**src/rtl/layer1_streamer_if.sv**
```systemverilog
// Layer1 streamer bus bundle: result-memory read port plus the valid/ready output stream.
// master = streamer side, slave = memory/consumer side.
interface layer1_streamer_if #(
  parameter int AW = 12,
  parameter int DW = 13
);
  logic          crd;
  logic [AW-1:0] caddr_rd;
  logic [DW-1:0] cdata_rd;
  logic          csel;
  logic          out_valid;
  logic          out_ready;
  logic [DW-1:0] out_data;
  logic [9:0]    out_idx;
  logic          out_last;

  modport master (
    output crd, caddr_rd, csel, out_valid, out_data, out_idx, out_last,
    input  cdata_rd, out_ready
  );

  modport slave (
    input  crd, caddr_rd, csel, out_valid, out_data, out_idx, out_last,
    output cdata_rd, out_ready
  );
endinterface

```
**src/rtl/layer1_streamer.sv**
```systemverilog
// Reads the Layer1 feature map from result memory, streams it in raster order through a
// small credit-controlled FIFO and tracks the running maximum and its first index.
//
// state | meaning
// IDLE  | waiting for start, outputs quiet
// READ  | issuing reads while FIFO + inflight has room
// DRAIN | all reads issued, waiting for the last word to be accepted
// DONE  | one-cycle done pulse, busy low
module layer1_streamer #(
  parameter int NUM_WORDS  = 1024,
  parameter int AW         = 12,
  parameter int DW         = 13,
  parameter int FIFO_DEPTH = 4
) (
  input  logic              clk,
  input  logic              reset,
  input  logic              start,
  output logic              busy,
  output logic              done,
  output logic [DW-1:0]     max_val,
  output logic [9:0]        max_idx,
  layer1_streamer_if.master bus
);

  localparam int CW = $clog2(NUM_WORDS + 1);
  localparam int PW = $clog2(FIFO_DEPTH);

  localparam logic [CW-1:0] LAST_RD   = CW'(NUM_WORDS - 1);
  localparam logic [CW-1:0] WORDS_CW  = CW'(NUM_WORDS);
  localparam logic [9:0]    LAST_IDX  = 10'(NUM_WORDS - 1);
  localparam logic [PW:0]   DEPTH_CNT = (PW + 1)'(FIFO_DEPTH);

  localparam logic [1:0] S_IDLE  = 2'd0;
  localparam logic [1:0] S_READ  = 2'd1;
  localparam logic [1:0] S_DRAIN = 2'd2;
  localparam logic [1:0] S_DONE  = 2'd3;

  logic [1:0]    state;
  logic [1:0]    state_nxt;
  logic [CW-1:0] rd_cnt;
  logic [CW-1:0] acc_cnt;
  logic          rd_pend;
  logic [9:0]    pend_idx;

  logic [DW-1:0] fifo_data [FIFO_DEPTH];
  logic [9:0]    fifo_idx  [FIFO_DEPTH];
  logic [PW-1:0] wr_ptr;
  logic [PW-1:0] rd_ptr;
  logic [PW:0]   fifo_cnt;

  logic          start_ok;
  logic          credit_ok;
  logic          rd_issue;
  logic          fifo_push;
  logic          fifo_pop;
  logic          fifo_empty;
  logic          fifo_full;
  logic          handshake;
  logic [PW+1:0] occupancy;

  assign start_ok   = (state == S_IDLE) && start;
  assign fifo_empty = (fifo_cnt == '0);
  assign fifo_full  = (fifo_cnt == DEPTH_CNT);

  // Credit counts the word still in flight from last cycle's read so the FIFO never overflows.
  assign occupancy  = {1'b0, fifo_cnt} + (PW + 2)'(rd_pend);
  assign credit_ok  = occupancy < (PW + 2)'(FIFO_DEPTH);
  assign rd_issue   = (state == S_READ) && credit_ok && (rd_cnt < WORDS_CW);

  assign fifo_push  = rd_pend;
  assign handshake  = bus.out_valid && bus.out_ready;
  assign fifo_pop   = handshake;

  assign busy          = (state == S_READ) || (state == S_DRAIN);
  assign done          = (state == S_DONE);
  assign bus.csel      = busy;
  assign bus.crd       = rd_issue;
  assign bus.caddr_rd  = AW'(rd_cnt);
  assign bus.out_valid = !fifo_empty;
  assign bus.out_data  = fifo_empty ? '0 : fifo_data[rd_ptr];
  assign bus.out_idx   = fifo_empty ? '0 : fifo_idx[rd_ptr];
  assign bus.out_last  = bus.out_valid && (bus.out_idx == LAST_IDX);

  always_comb begin
    state_nxt = state;
    case (state)
      S_IDLE:  if (start) state_nxt = S_READ;
      S_READ:  if (rd_issue && (rd_cnt == LAST_RD)) state_nxt = S_DRAIN;
      S_DRAIN: if (handshake && bus.out_last) state_nxt = S_DONE;
      S_DONE:  state_nxt = S_IDLE;
      default: state_nxt = S_IDLE;
    endcase
  end

  always_ff @(posedge clk or negedge reset) begin
    if (!reset) begin
      state    <= S_IDLE;
      rd_cnt   <= '0;
      acc_cnt  <= '0;
      rd_pend  <= 1'b0;
      pend_idx <= '0;
      max_val  <= '0;
      max_idx  <= '0;
    end else begin
      state   <= state_nxt;
      rd_pend <= rd_issue;
      if (rd_issue) begin
        pend_idx <= 10'(rd_cnt);
      end
      if (start_ok) begin
        rd_cnt  <= '0;
        acc_cnt <= '0;
        max_val <= '0;
        max_idx <= '0;
      end else begin
        if (rd_issue) begin
          rd_cnt <= rd_cnt + CW'(1);
        end
        if (handshake) begin
          acc_cnt <= acc_cnt + CW'(1);
          // Strict compare keeps the earliest index on ties.
          if ((acc_cnt == '0) || (bus.out_data > max_val)) begin
            max_val <= bus.out_data;
            max_idx <= bus.out_idx;
          end
        end
      end
    end
  end

  always_ff @(posedge clk or negedge reset) begin
    if (!reset) begin
      wr_ptr   <= '0;
      rd_ptr   <= '0;
      fifo_cnt <= '0;
    end else begin
      if (fifo_push) begin
        wr_ptr <= wr_ptr + PW'(1);
      end
      if (fifo_pop) begin
        rd_ptr <= rd_ptr + PW'(1);
      end
      case ({fifo_push, fifo_pop})
        2'b10:   fifo_cnt <= fifo_cnt + (PW + 1)'(1);
        2'b01:   fifo_cnt <= fifo_cnt - (PW + 1)'(1);
        default: fifo_cnt <= fifo_cnt;
      endcase
    end
  end

  // Storage needs no reset: entries are only visible once counted in fifo_cnt.
  always_ff @(posedge clk) begin
    if (fifo_push) begin
      fifo_data[wr_ptr] <= bus.cdata_rd;
      fifo_idx[wr_ptr]  <= pend_idx;
    end
  end

  a_no_overflow: assert property (@(posedge clk) disable iff (!reset) !(fifo_push && fifo_full));

endmodule

```
**src/flat_wrapper.sv**
```systemverilog
// flat-port wrapper written by rule: the top's interface ports become plain ports
module layer1_streamer_flat 
#(
  parameter int NUM_WORDS  = 1024,
  parameter int AW         = 12,
  parameter int DW         = 13,
  parameter int FIFO_DEPTH = 4
)
  (clk, reset, start, busy, done, max_val, max_idx, bus_crd, bus_caddr_rd, bus_csel, bus_out_valid, bus_out_data, bus_out_idx, bus_out_last, bus_cdata_rd, bus_out_ready);
  layer1_streamer_if #(.AW(AW), .DW(DW)) bus_i ();
  input  logic clk;
  input  logic reset;
  input  logic start;
  output logic busy;
  output logic done;
  output logic [DW-1:0] max_val;
  output logic [9:0] max_idx;
  output wire logic [$bits(bus_i.crd)-1:0] bus_crd;
  output wire logic [$bits(bus_i.caddr_rd)-1:0] bus_caddr_rd;
  output wire logic [$bits(bus_i.csel)-1:0] bus_csel;
  output wire logic [$bits(bus_i.out_valid)-1:0] bus_out_valid;
  output wire logic [$bits(bus_i.out_data)-1:0] bus_out_data;
  output wire logic [$bits(bus_i.out_idx)-1:0] bus_out_idx;
  output wire logic [$bits(bus_i.out_last)-1:0] bus_out_last;
  input wire logic [$bits(bus_i.cdata_rd)-1:0] bus_cdata_rd;
  input wire logic [$bits(bus_i.out_ready)-1:0] bus_out_ready;
  assign bus_crd = bus_i.crd;
  assign bus_caddr_rd = bus_i.caddr_rd;
  assign bus_csel = bus_i.csel;
  assign bus_out_valid = bus_i.out_valid;
  assign bus_out_data = bus_i.out_data;
  assign bus_out_idx = bus_i.out_idx;
  assign bus_out_last = bus_i.out_last;
  assign bus_i.cdata_rd = bus_cdata_rd;
  assign bus_i.out_ready = bus_out_ready;
  layer1_streamer #(.NUM_WORDS(NUM_WORDS), .AW(AW), .DW(DW), .FIFO_DEPTH(FIFO_DEPTH)) u_core (.clk(clk), .reset(reset), .start(start), .busy(busy), .done(done), .max_val(max_val), .max_idx(max_idx), .bus(bus_i));
endmodule
```
**config.mk**
```make
export PLATFORM = sky130hd
export DESIGN_NAME = layer1_streamer_flat
export DESIGN_NICKNAME = d
export VERILOG_FILES = /design/src/rtl/layer1_streamer_if.sv /design/src/rtl/layer1_streamer.sv /design/src/flat_wrapper.sv
export SDC_FILE = /design/constraint.sdc
export NUM_CORES = 1
export LEC_CHECK = 0
export ABC_AREA = 1
export CAP_MARGIN = 20
export CELL_PAD_IN_SITES_DETAIL_PLACEMENT = 0
export CELL_PAD_IN_SITES_GLOBAL_PLACEMENT = 1
export CORE_MARGIN = 5
export CORE_UTILIZATION = 30
export CTS_CLUSTER_SIZE = 10
export DETAILED_ROUTE_END_ITERATION = 10
export PLACE_DENSITY = 0.56
export SLEW_MARGIN = 20
export SYNTH_ARGS = -nofsm -noshare
export SYNTH_HDL_FRONTEND = slang
export SYNTH_SLANG_ARGS = --single-unit
```
**constraint.sdc**
```tcl
create_clock -name clk -period 4.2 [get_ports clk]
set_input_delay 0.84 -clock clk [delete_from_list [all_inputs] [get_ports clk]]
set_output_delay 0.84 -clock clk [all_outputs]
set_load 0.02 [all_outputs]
```
; ---- Word-level counts from Yosys, hierarchy flattened
; Memories as Yosys holds them, arrays and structs flattened.
; Cells that the tools add are included.
[word_totals]
output_inout_bits = 64
input_bits = 17
mem_bits_rw = 92
reg_bits = 65
memories = 2
elab_cells = 70
[mem_list]
columns = memory, words, word_bits, read_ports, rd_ports_with_merged_regs, write_ports, line
row1 = u_core.fifo_data, 4, 13, 1, 0, 1, layer1_streamer.sv:45  ; logic [DW-1:0] fifo_data [FIFO_DEPTH];
row2 = u_core.fifo_idx, 4, 10, 1, 0, 1, layer1_streamer.sv:46  ; logic [9:0] fifo_idx [FIFO_DEPTH];
[classes]
n_mux = 19
n_addsub = 7
n_lt_le_gt_ge = 3
n_eq_ne = 10
reduce_logical = 19
[ops]
columns = cell, count
row1 = two-way mux 13 bit, 4
row2 = two-way mux 11 bit, 4
row3 = two-way mux 10 bit, 4
row4 = adder 11 x 1 -> 11 bit (second input constant), 2
row5 = > comparator 13 bit, 1
row6 = == test 11 x 10 -> 1 bit (second input constant), 1
row7 = zero test 11 bit, 1
row8 = < comparator 11 bit (second input constant), 1
row9 = == test 10 bit (second input constant), 1
row10 = one-hot mux 2 bit (4 select lines), 1
row11 = nonzero test 2 bit, 4
row12 = logical AND 1 bit, 7
row13 = == test 2 bit (second input constant), 3
row14 = two-way mux 2 bit, 3
row15 = != test 2 bit (second input constant), 3
row16 = one-hot mux 3 bit (2 select lines), 1
row17 = adder 2 x 1 -> 2 bit (second input constant), 2
row18 = adder 3 x 1 -> 4 bit, 1
row19 = == test 2 x 1 -> 1 bit (second input constant), 2
row20 = < comparator 4 x 3 -> 1 bit (second input constant), 1
row21 = adder 3 x 1 -> 3 bit (second input constant), 1
row22 = zero test 3 bit, 1
row23 = AND reduction 3 bit, 1
row24 = subtractor 3 x 1 -> 3 bit (second input constant), 1
row25 = other kinds (5), 7

; ---- Logic depth before layout (Yosys ltp)
[logic_depth]
depth_word = 7
mapped_depth = 19
depth_no_buf = 16

; ---- Worst setup path after synthesis
; No wires, ideal clock.
[synth_timing]
kind = register -> register
startpoint = reg u_core.rd_ptr[0]
endpoint = reg u_core.max_val[10]
n_path_buf = 3
slack_ps = 1549
synth_period_minus_slack_ps = 2651
setup_ps = 117
t_required_ps = 4083
t_arrival_ps = 2534
stages_incl_launch_ff = 18
cell_sequence = dfrtp_1 -> inv_2 -> buf_6 -> clkbuf_1 -> o21ai_0 -> a21oi_1 -> ha_1 -> nand2_1 -> inv_1 -> o21ai_0 -> a21oi_1 -> nor2_1 -> nand2_1 -> nand2_1 -> nand2_1 -> buf_2 -> nand3b_1 -> nand2_1
[synth_between]
elab_chain_len = 6
elab_cells_between_ends = 9
classes_between = order compare: 1 / mux: 4 / reduce/logical: 3 / memory: 1
[synth_lines]
columns = element, line
row1 = "start, declared", layer1_streamer.sv:48  ; logic [PW-1:0] rd_ptr;
row2 = "start signal, assigned", layer1_streamer.sv:141  ; rd_ptr <= rd_ptr + PW'(1);
row3 = memory (4 x 13 bit), n/a
row4 = two-way mux 13 bit, layer1_streamer.sv:80  ; assign bus.out_data = fifo_empty ? '0 : fifo_data[rd_ptr];
row5 = named net bus_out_data[6], flat_wrapper.sv:22  ; output wire logic [$bits(bus_i.out_data)-1:0] bus_out_data;
row6 = > comparator 13 bit, layer1_streamer.sv:122  ; if ((acc_cnt == '0) || (bus.out_data > max_val)) begin
row7 = logical OR 1 bit, layer1_streamer.sv:122
row8 = nonzero test 2 bit (no line), n/a
row9 = AND reduction 2 bit (no line), n/a
row10 = "end signal, assigned", layer1_streamer.sv:123  ; max_val <= bus.out_data;
row11 = "end, declared", layer1_streamer.sv:20  ; output logic [DW-1:0] max_val,
; The timed path passes the listed nets, and every way through them passes these cells. The select of a mux whose other input is x is not followed.
; A chain may end at the register's enable or synchronous reset.

; ---- Worst setup path after layout
[layout_timing]
startpoint = reg u_core.rd_ptr[1]
endpoint = out bus_out_last
[layout_between]
elab_chain_len = 4
[layout_lines]
columns = element, line
row1 = memory (4 x 10 bit), n/a
row2 = two-way mux 10 bit, layer1_streamer.sv:81  ; assign bus.out_idx = fifo_empty ? '0 : fifo_idx[rd_ptr];
row3 = == test 10 bit, layer1_streamer.sv:82  ; assign bus.out_last = bus.out_valid && (bus.out_idx == LAST_IDX);
row4 = logical AND 1 bit, layer1_streamer.sv:82
row5 = "end, declared", flat_wrapper.sv:24  ; output wire logic [$bits(bus_i.out_last)-1:0] bus_out_last;
; No other way between the ends.

==> metrics <==
register area around 0.0044 mm²; H-tree depth 4; Iteration-0 DRC Markers 330; FF+latch count, synth 157; Max Freq approximately 0.28 GHz; later-pin clock latency in the skew report ~0.42 ns; vias per cell approximately 4.5; cts hold-fix bufs 0; Antenna Nets Post-Route 0; YS warnings 0; Hold Path Class reg2reg; commonest cells after routing, fill and taps aside nand2_1 (176), edfxtp_1 (92), nor2_1 (85); Sink Count roughly 160; Max Cap Viol 0; Area Overhead vs Synth 23.71%; first-pass GRT wire length ~31 mm; Layout Cell Area excl Fill between 0.009 and 0.01 mm²; Clock Path Buffers 2; core area 0.02411 mm²; Reg clk slew, reported paths 0.06 ns; Antenna diodes 0; Final nets approximately 900; outcome finished, final reports clean; arrival time at the worst endpoint 2.78 ns; RSZ-0062 raised after global routing false; IO Count 81; Syn Nets just under 800; Multi-input gate area approximately 0.0024 mm²; library cells used by synthesis 39; RePlAce Congestion roughly 0.84; pin count of the biggest net entering global routing 66; pin slew with the least headroom to its limit 0.9187 ns; gr usage total ~15%; post-route minimum period around 3.6 ns; dpl cells between 1000 and 1500; number of global-route vias before repair 5580; Avg Synthesized Cell Area roughly 9.7 µm²; Max IR drop VDD between 0.3 and 0.4 mV; Vias approximately 5300; die height around 170 µm; CP Launch Type flop; Post-CTS Resized 0; Placement Rows 57; fillers ~2500; DP HPWL 13.58 mm; WHS between 0.4 and 0.5 ns; share of layout cells above drive strength 1 approximately 7.7%; Hold Fails Final Rpt 0; DR WL/cell between 15 and 20 µm; clk_skew between 0.009 and 0.01 ns; post-synthesis sequential area ratio around 60%; CTS tree yes; CP Class reg2out; Root Driver clkbuf_16; Remaining Overflow, GRT 0; CTS Buf Count 17; initial antenna violation count 0; Final Util between 30% and 40%; Buffers on Ports between 70 and 80; placed cell area between 0.008 and 0.009 mm²; DIE WIDTH roughly 170 µm; worst-path fanout max 17; Top FF cell, synth edfxtp_1; Pwr Density around 810 mW/mm²; crit path capture type output port; setup TNS 0 ns; post-synthesis cell count between 700 and 800; Data required, critical path around 3.4 ns; fraction of registers with async set or reset after synthesis 41.40%; mapped cell area approximately 0.0073 mm²; first-pass detailed-route iteration total 4; die area between 0.02 and 0.03 mm²; final setup vio count 0; Post-CTS Setup Inserts 0; Total Wirelength 19.80 mm; Initial Util between 30% and 40%; Pleak 3.851 nW; Final period util a little under nine tenths; Relative slew margins roughly two fifths; most common cell after layout, fill and taps aside nand2_1; max-slew violation count 0; DRC 0; fin cells 1172; EDFF count, synth between 90 and 100
-- final timing paths --
path	slack (ns)	endpoint	cells past startpoint	from
min reg2reg	0.49	u_core.max_idx[7]	2	u_core.max_idx[7]
max in group asynchronous	2.97	u_core.fifo_cnt[1]	2	reset
min in group asynchronous	0.64	u_core.rd_ptr[1]	2	reset
min	0.49	u_core.max_idx[7]	2	u_core.max_idx[7]
max reg2reg	0.84	u_core.max_idx[2]	15	u_core.rd_ptr[0]
max	0.58	bus_out_last	7	u_core.rd_ptr[1]
-- cell type report --
type | instances | area share, %
clock inverter | 15 | 2.039
timing repair buffer | 95 | 10.04
multi-input combinational | 474 | 26.29
inverter | 90 | 3.772
clock buffer | 17 | 4.715
tap | 324 | 4.493
sequential | 157 | 48.65
-- logic make-up after synthesis --
logic type / Yosys count / share of synthesized area [%]
fa+ha+maj: 27 / 4.735
other cells: 1 / 0.05142
buf+inv: 121 / 7.291
flops: 157 / 60.18
compound gates: 99 / 6.914
xor+xnor: 5 / 0.6004
simple gates: 342 / 20.23
-- worst max-delay path, cell delays in order, from the launching register on --
cell             delay, ns
dfrtp_1               0.37
inv_1                 0.48
o21ai_0               0.18
o21ai_0               0.26
nand2_1               0.08
nor2_1                0.16
and3_1                0.21
clkdlybuf4s50_1       0.63
-- where the power goes --
group | switching, mW | total (mW) | internal, mW | leakage [nW]
Sequential | 0.219 | 2.19 | 1.97 | 1.68
Combinational | 2.27 | 3.58 | 1.31 | 1.87
Clock | 0.666 | 1.57 | 0.900 | 0.298
Total | 3.15 | 7.33 | 4.18 | 3.85
-- layer usage --
layer	up-vias	track usage [%]	wire length [µm]
met1	2562	18.91	9034
met5	-	0	0
met3	20	2.547	740
li1	2639	-	-
met4	0	4.412	356
met2	104	24.98	9665
-- sequential cells by signal, summed over array words and instances, names as in the netlist --
| register | count |
|---|---|
| u_core.acc_cnt | 11 |
| u_core.fifo_cnt | 3 |
| u_core.fifo_data | 52 |
| u_core.fifo_idx | 40 |
| u_core.fifo_push | 1 |
| u_core.max_idx | 10 |
| u_core.max_val | 13 |
| u_core.pend_idx | 10 |
| u_core.rd_cnt | 11 |
| u_core.rd_ptr | 2 |
| u_core.state | 2 |
| u_core.wr_ptr | 2 |
-- stage by stage --
stage	total power, mW	setup slack (ns)
detailed placement	5.861	0.7151
global route	7.910	0.3202
global placement	5.812	0.8018
floorplan	4.432	1.549
CTS	7.464	0.4932
finish	7.332	0.5800
-- synth_stat cells, types with 4 or more instances --
cell type / n / share of area, %
o21ai_0: 58 / 4.0
nand2_1: 176 / 9.1
nand3_1: 37 / 2.5
ha_1: 26 / 4.5
dfrtp_1: 65 / 22
clkbuf_1: 8 / 0.41
nand3b_1: 12 / 1.2
nand4_1: 5 / 0.43
buf_2: 12 / 0.82
buf_4: 6 / 0.62
nor3_1: 12 / 0.82
nor2_1: 85 / 4.4
inv_1: 84 / 4.3
buf_6: 5 / 0.77
inv_2: 4 / 0.21
a21oi_1: 35 / 2.4
xor2_1: 4 / 0.48
edfxtp_1: 92 / 38
(Power assumes the default switching activity.)
==> patch 1: new RTL, same settings <==
Reset style: synchronous (`reset`), changed in 2 clocked blocks.
--- a/src/rtl/layer1_streamer.sv
+++ b/src/rtl/layer1_streamer.sv
@@ -92,7 +92,7 @@
     endcase
   end
 
-  always_ff @(posedge clk or negedge reset) begin
+  always_ff @(posedge clk) begin
     if (!reset) begin
       state    <= S_IDLE;
       rd_cnt   <= '0;
@@ -128,7 +128,7 @@
     end
   end
 
-  always_ff @(posedge clk or negedge reset) begin
+  always_ff @(posedge clk) begin
     if (!reset) begin
       wr_ptr   <= '0;
       rd_ptr   <= '0;
Check against the original RTL: differs if reset is asserted again (counterexample within 4 cycles, from zero or initial values and one cycle with reset low); with reset held inactive, the same outputs for 4 cycles.
==> patch 1 against the original RTL <==
- routed wire length down 7.1%
- power down 18%
- critical path depth up 1
- worst setup slack worse by 270 ps
- area after synthesis down 3.9%
- final area down 3.0%
- highest routed layer unchanged
- core utilization up 0.18 points
- sequential cell count up 2
- critical path type unchanged
- combinational power down 33%
- non-clock buffer count down 1
- via count down 1.7%
- sequential power down 8%
- die area down 3.6%
==> patch 1: results (changes against the original RTL) <==
[metrics] layout cell share with drive strength beyond 1: 8.28% (was 7.67%)
[metrics] result of the run: completed (unchanged)
[metrics] Worst VDD drop: 231 uV (was 322 uV)
[metrics] non-clock buffer total of the final layout: 94 (was 95)
[metrics] weighted congestion at the end of routability-driven global placement: 0.796 (was 0.839)
[metrics] total combinational power: 2400 uW (was 3580 uW)
[metrics] share of power burned in registers: 33.6% (was 29.8%)
[metrics] async set-reset flop share out of synthesis: 0% (was 41.4%)
[metrics] post-route clock skew: 10.3 ps (was 9.48 ps)
[metrics] worst setup path start: u_core.fifo_cnt[1] (was u_core.rd_ptr[1])
[metrics] Post-Place Cells: 1,132 (was 1,140)
[metrics] number of inserted filler cells in the final layout: 2,342 (was 2,481)
[metrics] path depth of the worst reg2reg path: 17 (was 15)
[metrics] arrival time at the worst endpoint: 3050 ps (was 2780 ps)
[metrics] Avg Cell Area, Syn: 9.36 um^2 (was 9.70 um^2)
[metrics] clock sink count: 159 (was 157)
[metrics] setup slack of the worst register-to-register path: 860 ps (was 840 ps)
[metrics] worst r2r dst: u_core.max_val[9] (was u_core.max_idx[2])
[metrics] area taken by multi-input logic gates: 2380 um^2 (was 2370 um^2)
[metrics] sequential area share after synthesis: 58.5% (was 60.2%)
[metrics] Inverters excl. clock: 91 (was 90)
[metrics] Setup Slack @ Placement: 805 ps (was 715 ps)
[metrics] Non-Filler Instances: 1,164 (was 1,172)
[metrics] hold path endpoint: u_core.fifo_cnt[0] (was u_core.max_idx[7])
[metrics] largest net degree at the start of global routing: 39 (was 66)
[metrics] parity-gate share of the synthesized area counting xor and xnor cells: 0.125% (was 0.600%)
[metrics] First-pass DRT Iterations: 5 (was 4)
[metrics] DRC marker count from the first detailed-route iteration: 284 (was 330)
[metrics] Multi-In Gates: 469 (was 474)
[metrics] adder and majority gate portion of the synthesized area: 4.93% (was 4.73%)
-- patch 1: cell types whose count changed after synthesis, sizes merged, moves of 4 or more --
cell	delta
nand3	-6
dfxtp	+67
a32oi	+8
nand3b	-9
nor2	+19
nand2	-10
xor2	-4
a21oi	+20
o21ai	-25
dfrtp	-65
-- patch 1: logic make-up after synthesis --
group	count (synthesis)
adder cells (fa/ha/maj)	27
AND/OR/NAND/NOR	331
buffers and inverters	121
other	1
XOR/XNOR	1
flip-flops	159
AO/OA/AOI/OAI	109
-- patch 1: metal layers --
metal  part of all wire (%)  routed length (um)  track usage [%]
met1                     45                8260             17.7
met2                     50                9140             24.7
met3                    4.1                 751             3.21
met4                    1.3                 244             3.62
met5                      0                   0                0
-- patch 1: critical path, delay by kind of cell, from the launching register on --
kind	cells	cell delay, ps
and+or+nand+nor	4	860
DFF	1	360
buffers and inverters	4	1390
==> patch 2: new RTL, same settings <==
Without the edit above. `NUM_WORDS` is set to 1024 in 2 places; all go to 512.
--- a/src/rtl/layer1_streamer.sv
+++ b/src/rtl/layer1_streamer.sv
@@ -7,7 +7,7 @@
 // DRAIN | all reads issued, waiting for the last word to be accepted
 // DONE  | one-cycle done pulse, busy low
 module layer1_streamer #(
-  parameter int NUM_WORDS  = 1024,
+  parameter int NUM_WORDS  = 512,
   parameter int AW         = 12,
   parameter int DW         = 13,
   parameter int FIFO_DEPTH = 4
--- a/src/flat_wrapper.sv
+++ b/src/flat_wrapper.sv
@@ -1,7 +1,7 @@
 // flat-port wrapper written by rule: the top's interface ports become plain ports
 module layer1_streamer_flat 
 #(
-  parameter int NUM_WORDS  = 1024,
+  parameter int NUM_WORDS  = 512,
   parameter int AW         = 12,
   parameter int DW         = 13,
   parameter int FIFO_DEPTH = 4
Function: no difference found for any inputs over 4 cycles, from zero or initial values and one cycle with reset low; that may be too few to reach the edited logic, so the function may still have changed.
==> patch 2 against the original RTL <==
- sequential power about the same
- count of clock-buffer cells in the layout is 3 higher
- final area is 1.6% lower
- power shrank 1.3%
- sequential cell count shrank 2
- routed wire length is 5.4% lower
- largest power group unchanged
- area after synthesis decreased by 0.81%
- core utilization is 0.18 points higher
- worst setup slack improved by 110 ps
- non-clock buffer count shrank 4
==> patch 2: results (changes against the original RTL) <==
[metrics] result of the run: completed (unchanged)
[metrics] Worst VDD drop: 373 uV (was 322 uV)
[metrics] largest cells by area after synthesis: sky130_fd_sc_hd__edfxtp_1 (38%), sky130_fd_sc_hd__dfrtp_1 (22%), sky130_fd_sc_hd__nand2_1 (9.1%), sky130_fd_sc_hd__nor2_1 (5.0%), sky130_fd_sc_hd__ha_1 (4.5%) (was sky130_fd_sc_hd__edfxtp_1 (38%), sky130_fd_sc_hd__dfrtp_1 (22%), sky130_fd_sc_hd__nand2_1 (9.1%), sky130_fd_sc_hd__ha_1 (4.5%), sky130_fd_sc_hd__nor2_1 (4.4%))
[metrics] total design power: 7240 uW (was 7330 uW)
[metrics] cell class contributing the biggest share of worst-path delay: buffers and inverters (unchanged)
[metrics] Placed Instance Area: 8300 um^2 (was 8410 um^2)
[metrics] Slowest Stage Delay on Critical Path: 730 ps (was 630 ps)
[metrics] kind of path behind the tightest hold check: in -> async (was reg -> reg)
[metrics] HPWL Detailed: 12,800 um (was 13,600 um)
[metrics] weighted congestion at the end of routability-driven global placement: 0.774 (was 0.839)
[metrics] global-route wire length before repair: 29,100 um (was 31,500 um)
[metrics] CTS buffer count: 17 (unchanged)
[metrics] post-route clock skew: 10.3 ps (was 9.48 ps)
[metrics] Cell variety after synth: 37 (was 39)
[metrics] layout cell share with drive strength beyond 1: 7.12% (was 7.67%)
[metrics] slowest cell on the critical path: sky130_fd_sc_hd__clkdlybuf4s50_1 (unchanged)
[metrics] async set-reset flop share out of synthesis: 40.6% (was 41.4%)
[metrics] number of global-route vias before repair: 5,242 (was 5,580)
[metrics] Layout Nets: 874 (was 879)
[metrics] most used standard cells in the synthesized netlist: sky130_fd_sc_hd__nand2_1 (176), sky130_fd_sc_hd__nor2_1 (96), sky130_fd_sc_hd__edfxtp_1 (92), sky130_fd_sc_hd__inv_1 (82), sky130_fd_sc_hd__dfrtp_1 (63) (was sky130_fd_sc_hd__nand2_1 (176), sky130_fd_sc_hd__edfxtp_1 (92), sky130_fd_sc_hd__nor2_1 (85), sky130_fd_sc_hd__inv_1 (84), sky130_fd_sc_hd__dfrtp_1 (65))
[metrics] total wire length after detailed routing: 18,700 um (was 19,800 um)
[metrics] vias post-DR: 5,261 (was 5,325)
[metrics] Leakage Power: 0.00379 uW (was 0.00385 uW)
[metrics] number of inserted filler cells in the final layout: 2,358 (was 2,481)
[metrics] Total GRT Usage: 14.1% (was 14.6%)
-- patch 2: cell types whose count changed in the layout (fill, tap and decap cells not counted), moves of 3 or more --
cell                         change
sky130_fd_sc_hd__o21ai_0        -25
sky130_fd_sc_hd__o21ai_1        +18
sky130_fd_sc_hd__nor2_1         +11
sky130_fd_sc_hd__a21oi_1         -6
sky130_fd_sc_hd__buf_4           -4
sky130_fd_sc_hd__clkinv_4        -4
sky130_fd_sc_hd__clkinvlp_4      +3
sky130_fd_sc_hd__inv_1           -3
sky130_fd_sc_hd__inv_8           -3
sky130_fd_sc_hd__nand3_1         +3
sky130_fd_sc_hd__nor4_1          +3
-- patch 2: cell type report --
class / count / area (um^2) / area share (%)
sequential: 155 / 4340 / 48.9
multi-input combinational: 476 / 2360 / 26.6
timing repair buffer: 91 / 881 / 9.92
clock buffer: 20 / 447 / 5.03
tap: 319 / 399 / 4.49
inverter: 89 / 337 / 3.79
clock inverter: 12 / 115 / 1.30
-- patch 2: cells by family (layout without fill, tap and decap cells) --
logic type,after synthesis,in the layout,synth area share (%)
fa+ha+maj,27,27,4.77
other cells,1,2,0.0518
flops,155,155,60.0
xor+xnor,5,5,0.605
simple gates,355,355,21.0
compound gates,87,87,6.23
buf+inv,122,212,7.40
-- patch 2: path summary, 6_finish.rpt --
path | slack [ps] | from | to
max in group asynchronous | 2950 | reset | u_core.wr_ptr[0]
min in group clk | 480 | u_core.max_idx[2] | u_core.max_idx[2]
min | 430 | reset | u_core.max_val[11]
min reg2reg | 480 | u_core.max_idx[2] | u_core.max_idx[2]
max reg2reg | 1000 | u_core.rd_ptr[1] | u_core.max_idx[1]
max | 690 | u_core.rd_ptr[1] | bus_out_data[4]
-- patch 2: layer usage --
layer	up-vias	share of wire, %	GRT usage [%]
met5	-	0	0
met4	0	1.8	4.65
met3	19	3.9	3.13
met2	97	49	24.0
met1	2529	45	17.7
li1	2616	-	-
-- patch 2: through the flow --
step | hold WS [ps] | setup WS (ps) | util (%) | std cells
finish | 430 | 687 | 37.6 | 1162
global route | 469 | 462 | 37.6 | 1162
CTS | 447 | 594 | 37.5 | 1161
detailed placement | 470 | 979 | 35.2 | 1129
global placement | 464 | 1070 | 35.2 | 1129
floorplan | 476 | 1520 | - | 753
-- patch 2: report_power, final --
group / internal [uW] / switching [uW]
clock network: 838 / 629
registers: 1960 / 232
logic: 1320 / 2260
